## src/rtl/mem_access_stage.sv

```systemverilog
// Memory-access pipeline stage: ALU results pass straight to writeback, loads
// and stores run a single IDLE/BUSY/DONE handshake against the data memory with
// a bounded wait (TIMEOUT busy cycles) and stall the upstream stages meanwhile.
// Latency: ALU op 1 cycle to WB; memory op stalls 1 + N busy cycles, WB valid after DONE.
// Backpressure: mem_stall holds upstream; dmem_ready is the only memory-side handshake.
// Ports: clk/rst (async active-low); MEM_* instruction inputs; dmem_* memory request
// interface; mem_stall, mem_err status; WB_* registered writeback outputs.
module mem_access_stage #(
  parameter int XLEN    = 32,
  parameter int TIMEOUT = 16
) (
  input  logic            clk,
  input  logic            rst,
  input  logic [XLEN-1:0] MEM_alu_out,
  input  logic [XLEN-1:0] MEM_b2,
  input  logic [4:0]      MEM_rd,
  input  logic            MEM_we,
  input  logic            MEM_ld,
  input  logic            MEM_str,
  output logic            dmem_req,
  output logic            dmem_wr,
  output logic [XLEN-1:0] dmem_addr,
  output logic [XLEN-1:0] dmem_wdata,
  input  logic            dmem_ready,
  input  logic [XLEN-1:0] dmem_rdata,
  output logic            mem_stall,
  output logic            mem_err,
  output logic [XLEN-1:0] WB_result,
  output logic [4:0]      WB_rd,
  output logic            WB_we
);

  localparam logic [1:0] IDLE = 2'd0;
  localparam logic [1:0] BUSY = 2'd1;
  localparam logic [1:0] DONE = 2'd2;

  // Last busy-cycle count before giving up on the memory.
  localparam logic [7:0] CNT_LAST = 8'(TIMEOUT - 1);

  logic [1:0]      state_q,     state_d;
  logic            req_q,       req_d;
  logic            wr_q,        wr_d;
  logic [XLEN-1:0] addr_q,      addr_d;
  logic [XLEN-1:0] wdata_q,     wdata_d;
  logic [7:0]      cnt_q,       cnt_d;
  logic            err_q,       err_d;
  logic [XLEN-1:0] ldbuf_q,     ldbuf_d;
  logic [XLEN-1:0] wb_result_q, wb_result_d;
  logic [4:0]      wb_rd_q,     wb_rd_d;
  logic            wb_we_q,     wb_we_d;

  logic access;
  logic rd_nz;

  assign access = MEM_ld | MEM_str;
  assign rd_nz  = (MEM_rd != 5'd0);

  always_comb begin
    state_d     = state_q;
    req_d       = req_q;
    wr_d        = wr_q;
    addr_d      = addr_q;
    wdata_d     = wdata_q;
    cnt_d       = cnt_q;
    err_d       = err_q;
    ldbuf_d     = ldbuf_q;
    wb_result_d = wb_result_q;
    wb_rd_d     = wb_rd_q;
    wb_we_d     = 1'b0;   // bubble unless a branch below retires an instruction

    case (state_q)
      IDLE: begin
        if (access) begin
          state_d = BUSY;
          req_d   = 1'b1;
          // A combined ld/str encoding is resolved as a load.
          wr_d    = MEM_str & ~MEM_ld;
          addr_d  = {MEM_alu_out[XLEN-1:2], 2'b00};
          wdata_d = MEM_b2;
          cnt_d   = 8'd0;
          err_d   = 1'b0;
        end else begin
          wb_result_d = MEM_alu_out;
          wb_rd_d     = MEM_rd;
          wb_we_d     = MEM_we & rd_nz;
        end
      end

      BUSY: begin
        cnt_d = cnt_q + 8'd1;
        // A ready in the final allowed cycle still counts as success.
        if (dmem_ready) begin
          state_d = DONE;
          req_d   = 1'b0;
          if (!wr_q) begin
            ldbuf_d = dmem_rdata;
          end
        end else if (cnt_q == CNT_LAST) begin
          state_d = DONE;
          req_d   = 1'b0;
          err_d   = 1'b1;
        end
      end

      DONE: begin
        state_d = IDLE;
        wb_rd_d = MEM_rd;
        if (!wr_q && !err_q) begin
          wb_result_d = ldbuf_q;
          wb_we_d     = MEM_we & rd_nz;
        end else begin
          wb_result_d = MEM_alu_out;
        end
      end

      default: begin
        state_d = IDLE;
        req_d   = 1'b0;
      end
    endcase
  end

  always_ff @(posedge clk or negedge rst) begin
    if (!rst) begin
      state_q     <= IDLE;
      req_q       <= 1'b0;
      wr_q        <= 1'b0;
      addr_q      <= '0;
      wdata_q     <= '0;
      cnt_q       <= 8'd0;
      err_q       <= 1'b0;
      ldbuf_q     <= '0;
      wb_result_q <= '0;
      wb_rd_q     <= 5'd0;
      wb_we_q     <= 1'b0;
    end else begin
      state_q     <= state_d;
      req_q       <= req_d;
      wr_q        <= wr_d;
      addr_q      <= addr_d;
      wdata_q     <= wdata_d;
      cnt_q       <= cnt_d;
      err_q       <= err_d;
      ldbuf_q     <= ldbuf_d;
      wb_result_q <= wb_result_d;
      wb_rd_q     <= wb_rd_d;
      wb_we_q     <= wb_we_d;
    end
  end

  // Stall covers the detect cycle and every busy cycle; DONE lets upstream advance.
  assign mem_stall  = ((state_q == IDLE) & access) | (state_q == BUSY);
  // The error flag survives into DONE only; outside DONE it is masked.
  assign mem_err    = (state_q == DONE) & err_q;
  assign dmem_req   = req_q;
  assign dmem_wr    = wr_q;
  assign dmem_addr  = addr_q;
  assign dmem_wdata = wdata_q;
  assign WB_result  = wb_result_q;
  assign WB_rd      = wb_rd_q;
  assign WB_we      = wb_we_q;

endmodule
```

## config.mk

```make
export PLATFORM = sky130hd
export DESIGN_NAME = mem_access_stage
export DESIGN_NICKNAME = d
export VERILOG_FILES = /design/src/rtl/mem_access_stage.sv
export SDC_FILE = /design/constraint.sdc
export NUM_CORES = 1
export LEC_CHECK = 0
export CAP_MARGIN = 20
export CORE_ASPECT_RATIO = 0.6
export CORE_UTILIZATION = 40
export DETAILED_ROUTE_END_ITERATION = 7
export HOLD_SLACK_MARGIN = 0.02
export PLACE_DENSITY = 0.81
export SYNTH_ARGS = -nofsm -noshare
export SYNTH_HDL_FRONTEND = slang
export SYNTH_SLANG_ARGS = --single-unit
```

## constraint.sdc

```tcl
create_clock -name clk -period 1.52 [get_ports clk]
set_input_delay 0.304 -clock clk [delete_from_list [all_inputs] [get_ports clk]]
set_output_delay 0.304 -clock clk [all_outputs]
set_load 0.1 [all_outputs]
```

# Word level (Yosys, flattened, before mapping)

Index checks and enable logic that the tools add are counted.

Add/subtract/negate cells: 1
Eq/ne operators: 8
Muxes and demuxes: 22
Bitwise gates (word level): 9
Reduce and logical (&&, ||, !) cells: 14

Operators with widths:

| cell                                                                   | number |
|---|---|
| 32-bit two-way mux                                                     | 2 |
| 32-bit case mux with 2 select lines                                    | 1 |
| 8-bit case mux with 2 select lines                                     | 1 |
| 5-bit case mux with 2 select lines                                     | 1 |
| 8-bit by 1-bit adder with 8-bit output (second input constant)         | 1 |
| 8-bit by 4-bit equality test with 1-bit output (second input constant) | 1 |
| 1-bit two-way mux                                                      | 8 |
| 8-bit two-way mux                                                      | 1 |
| 2-bit inequality test (second input constant)                          | 4 |
| 2-bit AND reduction                                                    | 4 |
| 2-bit two-way mux                                                      | 3 |
| 3-bit AND reduction                                                    | 2 |
| 5-bit two-way mux                                                      | 1 |
| 5-bit nonzero test                                                     | 1 |
| 1-bit AND                                                              | 4 |
| 1-bit case mux with 2 select lines                                     | 2 |
| 2-bit case mux with 2 select lines                                     | 1 |
| 4-bit AND reduction                                                    | 1 |
| 2-bit nonzero test                                                     | 2 |
| 3-bit inequality test (second input constant)                          | 1 |
| 1-bit NOT                                                              | 3 |
| 1-bit case mux with 3 select lines                                     | 1 |
| 2-bit by 1-bit equality test with 1-bit output (second input constant) | 1 |
| 2-bit equality test (second input constant)                            | 1 |
| other kinds (4)                                                        | 6 |

Register bits after elaboration: 145
Input bits: 107
Output and inout bits: 106
Word-level logic and storage cells: 65

# Logic depth before layout (Yosys ltp)

Depth in word-level cells: 4
Mapped depth: 6
Depth with buffers taken out: 5

# Least setup slack after synthesis

OpenSTA, ideal clock, no wires.

Path type: register to register
Start: register state_q[0]
End: register cnt_q[4]
Library setup time: 167 ps
Data arrival time: 1801 ps
Data required time: 1353 ps
Slack: -447 ps
Cell stages (with the launch flop): 7
Path buffers: 2
Clock period less this slack: 1967 ps
Cells stage by stage: dfrtp_1 -> buf_6 -> nor2_1 -> o21ai_2 -> buf_2 -> nand2_1 -> a31oi_1

Longest elaborated chain between the ends: 3
Elaborated cells on any way between the ends: 6
Those cells by class: eq/ne (2); mux (1); reduce/logical (3)

RTL lines:

| item                                                                                     | RTL line | text |
|---|---|---|
| start, declared                                                                          | 40       | `logic [1:0] state_q, state_d;` |
| start signal, assigned                                                                   | 137      | `state_q <= state_d;` |
| 2-bit by 1-bit equality test with 1-bit output / 2-bit zero test (equally long branches) | 71       | `case (state_q)` |
| 2-bit nonzero test (no source line) / 2-bit inequality test (equally long branches)      | --       |  |
| 2-bit AND reduction (no source line)                                                     | --       |  |
| end signal, assigned                                                                     | 142      | `cnt_q <= cnt_d;` |
| end, declared                                                                            | 45       | `logic [7:0] cnt_q, cnt_d;` |

Several ways; a longest one is shown, not always the timed one.
A chain may end at the register's enable or synchronous reset.

# Worst setup path in the final report

Start: register state_q[0]
End: output port mem_err

Longest elaborated chain between the ends: 2

RTL lines:

| item                | RTL line | text |
|---|---|---|
| 2-bit equality test | 154      | `assign mem_err = (state_q == DONE) & err_q;` |
| 1-bit AND           | 154      |  |
| end, declared       | 27       | `output logic mem_err,` |

Every way passes these cells.

==> summary.log <==
[outcome] result of the run complete, but fails checks
[outcome] violated checks setup timing
[timing] final cycle utilization of the critical path 114.0%
[drt] Routed met2 length 9177 µm
[finish] most frequent cells in the layout dfrtp_1 (141), buf_12 (118), clkdlybuf4s50_1 (105)
[clock_tree] maximum clock insertion buffer count 2
[timing] RSZ-0062 raised after global routing yes
[clock_tree] level count of the clock H-tree 4
[synthesis] total standard cell area after synthesis 5898 µm²
[clock_tree] total CTS buffers 17
[timing] Max Transition Viols Final 0
[worst_setup_path] kind of start point of the critical path flop
[worst_setup_path] CP endpoint kind primary output
[synthesis] sequential fraction of the synthesis area 61.52%
[finish] area overhead of the layout relative to synthesis 81.12%
[finish] share of cells above drive strength 1 45.09%
[global_routing] number of antenna violations at the first check in global routing 0
[die] number of top-level design ports 213
[clock_tree] CTS clock-pin slew for the worst setup and hold paths 0.06 ns
[drt] remaining antenna violation count 0
[clock_tree] cell chosen for the clock root clkbuf_16
[global_routing] global-route congestion overflow total 0
[finish] most frequent standard cell in the layout excluding fill and tap cells dfrtp_1
[die] placement row count 33
[die] initial core utilization 42.14%
[drt] uppermost layer routed met4
[timing] setup slack after layout -0.2128 ns
[drt] iteration count of the initial detailed-routing pass 4
[synthesis] cell count after synthesis 420
[die] area of the core region 14000 µm²
[global_routing] global routing usage summed across all routing layers 22.97%
[drt] final wirelength 17700 µm
[drt] via density per instance 4.993
[global_routing] first-pass GRT wire length 26360 µm
[clock_tree] worst skew pair latency 0.40 ns
[worst_setup_path] Worst R2R Start state_q[0]$_DFFE_PN0P_
[drt] routed wire length on met3 1171 µm
[job] number of maximum-capacitance violations 0
[placement] routability cong. 0.7849
[drt] First DRT Iteration DRCs 157
[worst_setup_path] Worst EP required 1.22 ns
[die] die width 158.8 µm
[worst_setup_path] cell-by-cell listing of the critical path buf_4 -> and3b_2 -> buf_12
[worst_setup_path] kind of cell adding the most delay to the critical path flip-flops
[finish] Post-Layout Inst Area 10680 µm²
[drt] Post-Route M1 WL 7196 µm
[clock_tree] sink count of the clock tree 145
[worst_setup_path] endpoint of the worst register-to-register path WB_result[21]$_DFFE_PN0P_
[timing] post-layout minimum cycle time 1.733 ns
[timing] total negative setup slack -8.445 ns
[worst_setup_path] number of cells traversed by the worst register-to-register path 7
[global_routing] vias in the first global route 4839
[worst_setup_path] r2r setup slk -0.21 ns
[worst_setup_path] data arrival at the endpoint of the critical path 1.43 ns
[worst_setup_path] Slowest-stage cell, CP dfrtp_2
[synthesis] average size of a mapped cell 14.04 µm²
[placement] sum of net half-perimeters after detailed placement 11920 µm
[finish] Antenna Cells 0
[die] die footprint 15250 µm²
[worst_setup_path] path type of the worst setup path flop to primary output
[placement] Post-DP Area 9530 µm²
[timing] Worst Clk Skew 0.008488 ns
[worst_setup_path] Max stage delay on crit path 0.44 ns
[clock_tree] clock tree from TritonCTS yes
[min_path] Hold/Removal Path Class input pin to async pin
[finish] nets 788
[global_routing] pin count of the biggest net entering global routing 42
[timing] Highest Clock Rate 577.1 MHz
[placement] Port Buffer Count 210
[die] DIE HEIGHT 96.06 µm
[drt] count of vias placed by the detailed router 4414
[finish] Filler Cells Inserted 822
[synthesis] synth warn 0
[worst_setup_path] crit path buf inv count 2
[worst_setup_path] maximum net fanout on the critical path 3
[timing] count of endpoints failing setup in the final report 73
[drt] detail-routed net length per standard cell 20.02 µm
[timing] final hold violation count 0
[drt] Remaining DRCs 0
[placement] worst setup slack before clock tree synthesis -0.3174 ns
[synthesis] number of distinct standard cells referenced by the synthesized netlist 38
[synthesis] flip-flop and latch count after synthesis 145
## layout make-up
cell class / instances / area [µm²] / area share, %
Tap cell: 192 / 240.2 / 2.249
Clock inverter: 12 / 183.9 / 1.722
Sequential cell: 145 / 3636 / 34.04
Timing Repair Buffer: 265 / 3887 / 36.39
Multi-Input combinational cell: 250 / 2298 / 21.52
Clock buffer: 19 / 432.9 / 4.052
Inverter: 1 / 3.754 / 0.03514
## flip-flops by register name, indices dropped and copies added (netlist names)
signal      count
WB_rd           5
WB_we           1
dmem_wdata     32
dmem_addr      30
err_q           1
state_q         2
dmem_wr         1
WB_result      32
dmem_req        1
cnt_q           8
ldbuf_q        32
## layer usage
layer | GRT usage (%) | vias up
met5 | 0 | -
met4 | 6.311 | 0
met3 | 9.349 | 13
met2 | 40.42 | 147
met1 | 26.19 | 2263
li1 | - | 1991
## timing repair
item                                   4_1_cts  5_1_grt
gates cloned                                 3        5
pin swaps                                    6        9
gates resized for setup                     21       45
endpoints found under the hold margin       23        0
buffers inserted                            10        6
setup endpoints to repair                   82       80
hold buffers                                 1        0
## cells in the mapped netlist (all sizes together)
cell type | number | share of area, %
conb | 1 | 0.064
mux2i | 36 | 6.1
a21o | 1 | 0.13
nand2b | 2 | 0.34
ha | 1 | 0.21
or4 | 1 | 0.13
buf | 22 | 3.0
nor4b | 1 | 0.25
nand2 | 8 | 0.51
nor2 | 37 | 2.4
o21ba | 1 | 0.17
dfrtp | 145 | 62
nand3 | 4 | 0.34
nor4 | 1 | 0.11
nor2b | 1 | 0.11
nand4 | 3 | 0.32
o32ai | 1 | 0.15
o22ai | 1 | 0.11
o21a | 1 | 0.13
o21ai | 4 | 0.40
and2 | 2 | 0.21
mux2 | 99 | 19
a31oi | 2 | 0.21
nor3 | 1 | 0.085
inv | 1 | 0.064
clkbuf | 3 | 0.19
and3b | 2 | 0.30
a21oi | 35 | 3.0
nor3b | 2 | 0.45
and3 | 1 | 0.11
## worst max path at each step
| stage | slack, ns | cells after the start | end | start |
|---|---|---|---|---|
| finish | -0.21 | 3 | mem_err | state_q[0]$_DFFE_PN0P_ |
| global route | -0.28 | 7 | WB_result[21]$_DFFE_PN0P_ | state_q[0]$_DFFE_PN0P_ |
| CTS | -0.23 | 5 | mem_stall | state_q[1]$_DFFE_PN0P_ |
| detailed placement | -0.32 | 5 | mem_stall | MEM_str |
| global placement | -0.28 | 5 | mem_stall | MEM_str |
| floorplan | -0.1 | 5 | WB_result[10]$_DFFE_PN0P_ | dmem_wr$_DFFE_PN0P_ |
## per-stage QoR
step | hold slack (ns) | utilization [%] | cells
floorplan | 0.008409 | - | 421
global route | 0.3288 | 76.32 | 884
CTS | 0.3277 | 74.23 | 876
detailed placement | 0.1987 | 68.09 | 831
finish | 0.3324 | 76.32 | 884
global placement | 0.1979 | 68.09 | 831
## cells by family after synthesis
group / after synthesis / share of synthesized area (%)
flip-flops: 145 / 61.52
multiplexers: 135 / 25.01
buffers and inverters: 26 / 3.288
AND/OR/NAND/NOR: 66 / 5.643
AO/OA/AOI/OAI: 46 / 4.264
adder cells (fa/ha/maj): 1 / 0.2121
other: 1 / 0.06358
Power is left out: the tool's default activity adds up to more than one toggle a clock period on the data nets, which glitch-free logic cannot reach.
